<file path="config.mk">
export PLATFORM = sky130hd
export DESIGN_NAME = chacha20_stream_ctrl
export DESIGN_NICKNAME = d
export VERILOG_FILES = /design/src/rtl/chacha20_stream_ctrl.sv
export SDC_FILE = /design/constraint.sdc
export NUM_CORES = 1
export LEC_CHECK = 0
export BUFFER_PORTS_ARGS = -buffer_cell sky130_fd_sc_hd__buf_2
export CORE_ASPECT_RATIO = 0.6
export CORE_MARGIN = 5
export CORE_UTILIZATION = 40
export CTS_CLUSTER_SIZE = 16
export DETAILED_ROUTE_END_ITERATION = 7
export GPL_ROUTABILITY_DRIVEN = 1
export PLACE_DENSITY_LB_ADDON = 0.08
export RECOVER_POWER = 100
export SLEW_MARGIN = 20
export SYNTH_ARGS = -nofsm -noshare
export SYNTH_HDL_FRONTEND = slang
export SYNTH_SLANG_ARGS = --single-unit
</file>
<file path="constraint.sdc">
create_clock -name clk -period 3 [get_ports clk]
set_input_delay 0.45 -clock clk [delete_from_list [all_inputs] [get_ports clk]]
set_output_delay 0.45 -clock clk [all_outputs]
set_load 0.02 [all_outputs]
</file>
<file path="src/rtl/chacha20_stream_ctrl.sv">
// Word-serial ChaCha20 stream sequencer: requests 512-bit keystream blocks
// from the core and XORs them against a 32-bit valid/ready data stream.
module chacha20_stream_ctrl #(
    parameter int unsigned WAIT_TIMEOUT = 64
) (
    input  logic         clk,
    input  logic         resetn,
    input  logic         msg_start,
    input  logic [95:0]  msg_nonce,
    output logic         busy,
    output logic         err,
    input  logic         s_valid,
    input  logic [31:0]  s_data,
    input  logic         s_last,
    output logic         s_ready,
    output logic         m_valid,
    output logic [31:0]  m_data,
    output logic         m_last,
    input  logic         m_ready,
    output logic         core_enable,
    output logic [95:0]  core_nonce,
    input  logic [511:0] core_cipher,
    input  logic         core_ready
);

    localparam int unsigned CNT_W = ($clog2(WAIT_TIMEOUT + 1) > 7) ? $clog2(WAIT_TIMEOUT + 1) : 7;

    typedef enum logic [1:0] {
        ST_IDLE,
        ST_REQ,
        ST_WAIT,
        ST_STREAM
    } state_t;

    state_t             state;
    state_t             state_nxt;
    logic [95:0]        nonce_base;
    logic [31:0]        blk_idx;
    logic [31:0]        ks [16];
    logic [3:0]         word_idx;
    logic [CNT_W-1:0]   tmo_cnt;
    logic               xfer;
    logic               timeout_hit;

    assign busy        = (state != ST_IDLE);
    assign core_enable = (state == ST_REQ);
    assign s_ready     = (state == ST_STREAM) && (!m_valid || m_ready);
    assign xfer        = s_valid && s_ready;
    // Fires on the last WAIT cycle so err lands WAIT_TIMEOUT+1 cycles after REQ.
    assign timeout_hit = (tmo_cnt == CNT_W'(WAIT_TIMEOUT - 1));

    always_ff @(posedge clk or negedge resetn) begin
        if (!resetn) begin
            state <= ST_IDLE;
        end else begin
            state <= state_nxt;
        end
    end

    always_comb begin
        state_nxt = state;
        case (state)
            ST_IDLE:   if (msg_start) state_nxt = ST_REQ;
            ST_REQ:    state_nxt = ST_WAIT;
            ST_WAIT: begin
                if (core_ready)       state_nxt = ST_STREAM;
                else if (timeout_hit) state_nxt = ST_IDLE;
            end
            ST_STREAM: begin
                if (xfer) begin
                    if (s_last)                 state_nxt = ST_IDLE;
                    else if (word_idx == 4'd15) state_nxt = ST_REQ;
                end
            end
            default:   state_nxt = ST_IDLE;
        endcase
    end

    always_ff @(posedge clk or negedge resetn) begin
        if (!resetn) begin
            nonce_base <= '0;
            blk_idx    <= '0;
            word_idx   <= '0;
            tmo_cnt    <= '0;
            core_nonce <= '0;
            err        <= 1'b0;
            for (int unsigned i = 0; i < 16; i++) ks[i] <= '0;
        end else begin
            err <= 1'b0;
            case (state)
                ST_IDLE: begin
                    if (msg_start) begin
                        nonce_base <= msg_nonce;
                        blk_idx    <= '0;
                        word_idx   <= '0;
                        core_nonce <= msg_nonce;
                    end
                end
                ST_REQ: tmo_cnt <= '0;
                ST_WAIT: begin
                    if (core_ready) begin
                        for (int unsigned i = 0; i < 16; i++) ks[i] <= core_cipher[32*(15-i) +: 32];
                        word_idx <= '0;
                    end else begin
                        tmo_cnt <= tmo_cnt + CNT_W'(1);
                        if (timeout_hit) err <= 1'b1;
                    end
                end
                ST_STREAM: begin
                    if (xfer) begin
                        word_idx <= word_idx + 4'd1;
                        if (!s_last && word_idx == 4'd15) begin
                            blk_idx    <= blk_idx + 32'd1;
                            core_nonce <= {nonce_base[95:32], nonce_base[31:0] + blk_idx + 32'd1};
                        end
                    end
                end
                default: ;
            endcase
        end
    end

    // Output holding register drains independently of the FSM state.
    always_ff @(posedge clk or negedge resetn) begin
        if (!resetn) begin
            m_valid <= 1'b0;
            m_data  <= '0;
            m_last  <= 1'b0;
        end else if (xfer) begin
            m_valid <= 1'b1;
            m_data  <= s_data ^ ks[word_idx];
            m_last  <= s_last;
        end else if (m_ready) begin
            m_valid <= 1'b0;
        end
    end

endmodule
</file>
==> impl_metrics.yaml <==
run_status:
  outcome: "finished with violations"
  violations: "max-capacitance violations, max-slew violations"
sta:
  worst_pin_slew_ps: 1900
  final.min_clock_period_ps: 2880
  finalWorstSetupSlack_ps: 125
  max_clock_freq_ghz: 0.348
  final_max_slew_viol_count: 150
  report.final.hold_viol_count: 0
  setup-violations-final: 0
  finalCritPeriodShare: 0.958
  clock_skew_ps: 15.1
  slew-limit-headroom: -0.267
logic_synthesis:
  synth-main-ff-cell: "sky130_fd_sc_hd__dfrtp_1"
  synth_area_per_cell_um2: 13.0
  netlist_instances: 2774
  ys_top_cells_by_area: "sky130_fd_sc_hd__dfrtp_1, sky130_fd_sc_hd__mux2_2, sky130_fd_sc_hd__mux4_2"
  synth_largest_type_area_fraction: 0.545
  synthDominantAreaCellType: "sky130_fd_sc_hd__dfrtp_1"
  syn-num-nets: 3456
  synth_enable_flop_cells: 0
  share_of_synthesized_area_occupied_by_flip_flops_and_latches: 0.545
  mappedNetlistArea_um2: 36000
  postSynth.asyncResetShare: 1.00
  synth.distinct_cells: 61
  synth_seq_cells: 784
  synth_warn: 0
floorplanning:
  die_x_extent_um: 397
  row_count: 85
  num_io_pins: 781
  floorplan.die.height_um: 242
  die_area_um2: 96300
  floorplan.core_area_um2: 89400
  initial_core_util: 0.402
clock_tree:
  cts_max_path_buffers: 3
  clock_tree_root: "sky130_fd_sc_hd__clkbuf_16"
  cts_max_level: 3
  clk_pin_slew_ps: 70
  post-cts-setup-buffer-count: 0
  clkSinkCount: 784
  number_of_buffers_inserted_during_clock_tree_synthesis: 80
  tritoncts: "yes"
  worst_skew_pair.late_latency_ps: 650
placed_design:
  place.port_buffers: 780
  post-dp-hpwl_um: 97700
  place_ws_ps: 139
  placed_area_um2: 41800
  place.gp.congestion: 0.897
critical_path:
  crit_path_end_kind: "register"
  crit_type: "register to register"
  critical_path.max_fanout: 5
  r2r_cells: 10
  critical_path_required_ps: 3520
  worst_path_buffer_plus_inverter_count: 1
  timing.critical_path.depth: 10
  worst_path_dominant_cell_family: "compound AO/OA/AOI/OAI gates"
  crit_arrival_ps: 3400
  crit_path_top_delay_cell: "sky130_fd_sc_hd__dfrtp_1"
  crit_chain: "ha_1, o21ai_0, a21oi_1, a41oi_1, buf_4, a21o_1, o31a_1, nor4b_2, mux2i_1, nand3_1"
  slowest_delay_ps: 420
  critPathLaunchType: "register"
cells_and_area:
  drive_gt1_frac: 0.388
  syn2layout_area_growth_pct: 36.5
  finalInstanceArea_um2: 49100
  ff_latch_area_um2: 19600
  layout_common_cells: "sky130_fd_sc_hd__dfrtp_1, sky130_fd_sc_hd__buf_2, sky130_fd_sc_hd__mux2_2"
  final_net_count: 4735
  layout_commonest_cell: "sky130_fd_sc_hd__dfrtp_1"
  n_fill_cell: 7686
  multiInputGateArea_um2: 15600
global_route:
  grtUsageTotal: 0.267
  antenna_found_initial: 53
  first_global_vias: 29900
  wire_length_of_the_first_global_routing_pass_um: 194000
  grt_overflow_total: 0
  grt_start_max_net_pins: 104
drt:
  wl_met1_um: 59300
  drt_wl_total_um: 130000
  drt_pass1_iterations: 6
  drtAntennaViolNets: 0
  remaining_drc_errors: 0
  wl_per_cell_um: 24.2
  top_signal_layer_used: "met5"
  drt-initial-drc-count: 1931
  routed-wl-met2_um: 60200
  routed_via_density: 5.23
  wl_met3_um: 6340
  detailroute.via_count: 28100
power_and_ir_drop:
  irDropWorstVdd_v: 0.000610
  power-per-cell-area_nw_per_um2: 1020
  leakage_nw: 21.5
min_path:
  worstHoldPathCells: 2
  hp-class: "input port to register"
job:
  count_of_max_cap_constraint_violations: 1
path summary, 6_finish.rpt:
| kind | slack, ps | end | startpoint |
|---|---|---|---|
| worst max-delay path | 120 | core_nonce[29] | blk_idx[2] |
| max in group asynchronous | 360 | core_nonce[89] | resetn |
| worst min register to register | 480 | core_nonce[9] | core_nonce[9] |
| worst min-delay path | 50 | ks[377] | core_cipher[377] |
| min in group asynchronous | 880 | ks[53] | resetn |
| worst max register to register | 120 | core_nonce[29] | blk_idx[2] |
registers in the layout (all words and copies together) (netlist names):
register	flops
blk_idx	32
core_nonce	96
m_data	32
ks	512
m_last	1
m_valid	1
word_idx	4
tmo_cnt	7
nonce_base	96
err	1
state	2
metal layers:
metal  global-route usage  vias up
li1                     -    12600
met1                0.383    14400
met2                0.419      845
met3               0.0436      228
met4               0.0803        6
met5                    0        -
per-stage QoR:
step / util / hold WS (ps) / std cells / setup TNS (ps) / total power [mW]
floorplan: - / 154 / 2774 / 0 / 31.7
global placement: 0.468 / 456 / 4689 / 0 / 39.0
detailed placement: 0.468 / 466 / 4689 / 0 / 39.7
CTS: 0.554 / 0.132 / 5336 / 0 / 50.9
global route: 0.549 / 7.86 / 5368 / -11.2 / 53.1
finish: 0.549 / 47.7 / 5374 / 0 / 50.3
cell type report:
type / instances / area share
sequential: 784 / 0.400
multi-input combinational: 1798 / 0.317
timing repair buffer: 1375 / 0.194
clock buffer: 123 / 0.0494
tap: 1218 / 0.0310
clock inverter: 24 / 0.00621
antenna: 38 / 0.00194
inverter: 14 / 0.00107
where the power goes:
group | switching (mW) | total [mW] | leakage (nW) | internal, mW
combinational | 11.3 | 21.2 | 10.8 | 9.90
sequential | 2.84 | 18.6 | 9.32 | 15.8
clock | 4.41 | 10.5 | 1.33 | 6.11
total | 18.6 | 50.3 | 21.5 | 31.8
synthesized netlist by cell type, types with 2 or more instances:
cell type	number
sky130_fd_sc_hd__and3_1	6
sky130_fd_sc_hd__nand3_1	23
sky130_fd_sc_hd__a31oi_1	68
sky130_fd_sc_hd__and4_1	2
sky130_fd_sc_hd__a221oi_1	22
sky130_fd_sc_hd__nor2b_1	5
sky130_fd_sc_hd__o31a_1	2
sky130_fd_sc_hd__a211oi_1	10
sky130_fd_sc_hd__o2111ai_1	3
sky130_fd_sc_hd__xor2_1	30
sky130_fd_sc_hd__nand3b_1	2
sky130_fd_sc_hd__nand2b_1	6
sky130_fd_sc_hd__buf_4	8
sky130_fd_sc_hd__o21a_1	3
sky130_fd_sc_hd__nand4_1	15
sky130_fd_sc_hd__nor4_1	2
sky130_fd_sc_hd__o211ai_1	5
sky130_fd_sc_hd__buf_2	45
sky130_fd_sc_hd__nor3_1	15
sky130_fd_sc_hd__and2_1	10
sky130_fd_sc_hd__buf_1	12
sky130_fd_sc_hd__o21bai_1	9
sky130_fd_sc_hd__a21oi_1	78
sky130_fd_sc_hd__a22oi_1	31
sky130_fd_sc_hd__mux2_2	631
sky130_fd_sc_hd__nand2_1	256
sky130_fd_sc_hd__dfrtp_1	784
sky130_fd_sc_hd__mux2i_1	68
sky130_fd_sc_hd__nor2_1	142
sky130_fd_sc_hd__mux4_2	93
sky130_fd_sc_hd__o21ai_0	131
sky130_fd_sc_hd__inv_1	14
sky130_fd_sc_hd__o21ai_1	3
sky130_fd_sc_hd__or3_1	3
sky130_fd_sc_hd__xnor2_1	54
sky130_fd_sc_hd__ha_1	34
sky130_fd_sc_hd__o31ai_1	4
sky130_fd_sc_hd__nor3_2	2
sky130_fd_sc_hd__a21o_1	9
sky130_fd_sc_hd__clkbuf_1	113
what timing repair did:
| item | CTS | global route |
|---|---|---|
| hold buffers | 500 | 0 |
| gates resized for setup | 0 | 2 |
| endpoints found under the hold margin | 561 | 0 |
| endpoints found under the setup margin | 0 | 4 |
logic make-up (layout without fill, tap and decap cells):
family,after synthesis,in the layout,synth area share
buffers and inverters,192,1536,0.0224
xor gates and xnor gates,84,84,0.0204
AOI/OAI and AO/OA,388,388,0.0653
DFF,784,784,0.545
adders and majority gates,35,35,0.0124
and+or+nand+nor,498,498,0.0590
muxes,793,793,0.275
other,0,38,0
Power figures use the tool's default switching activity.
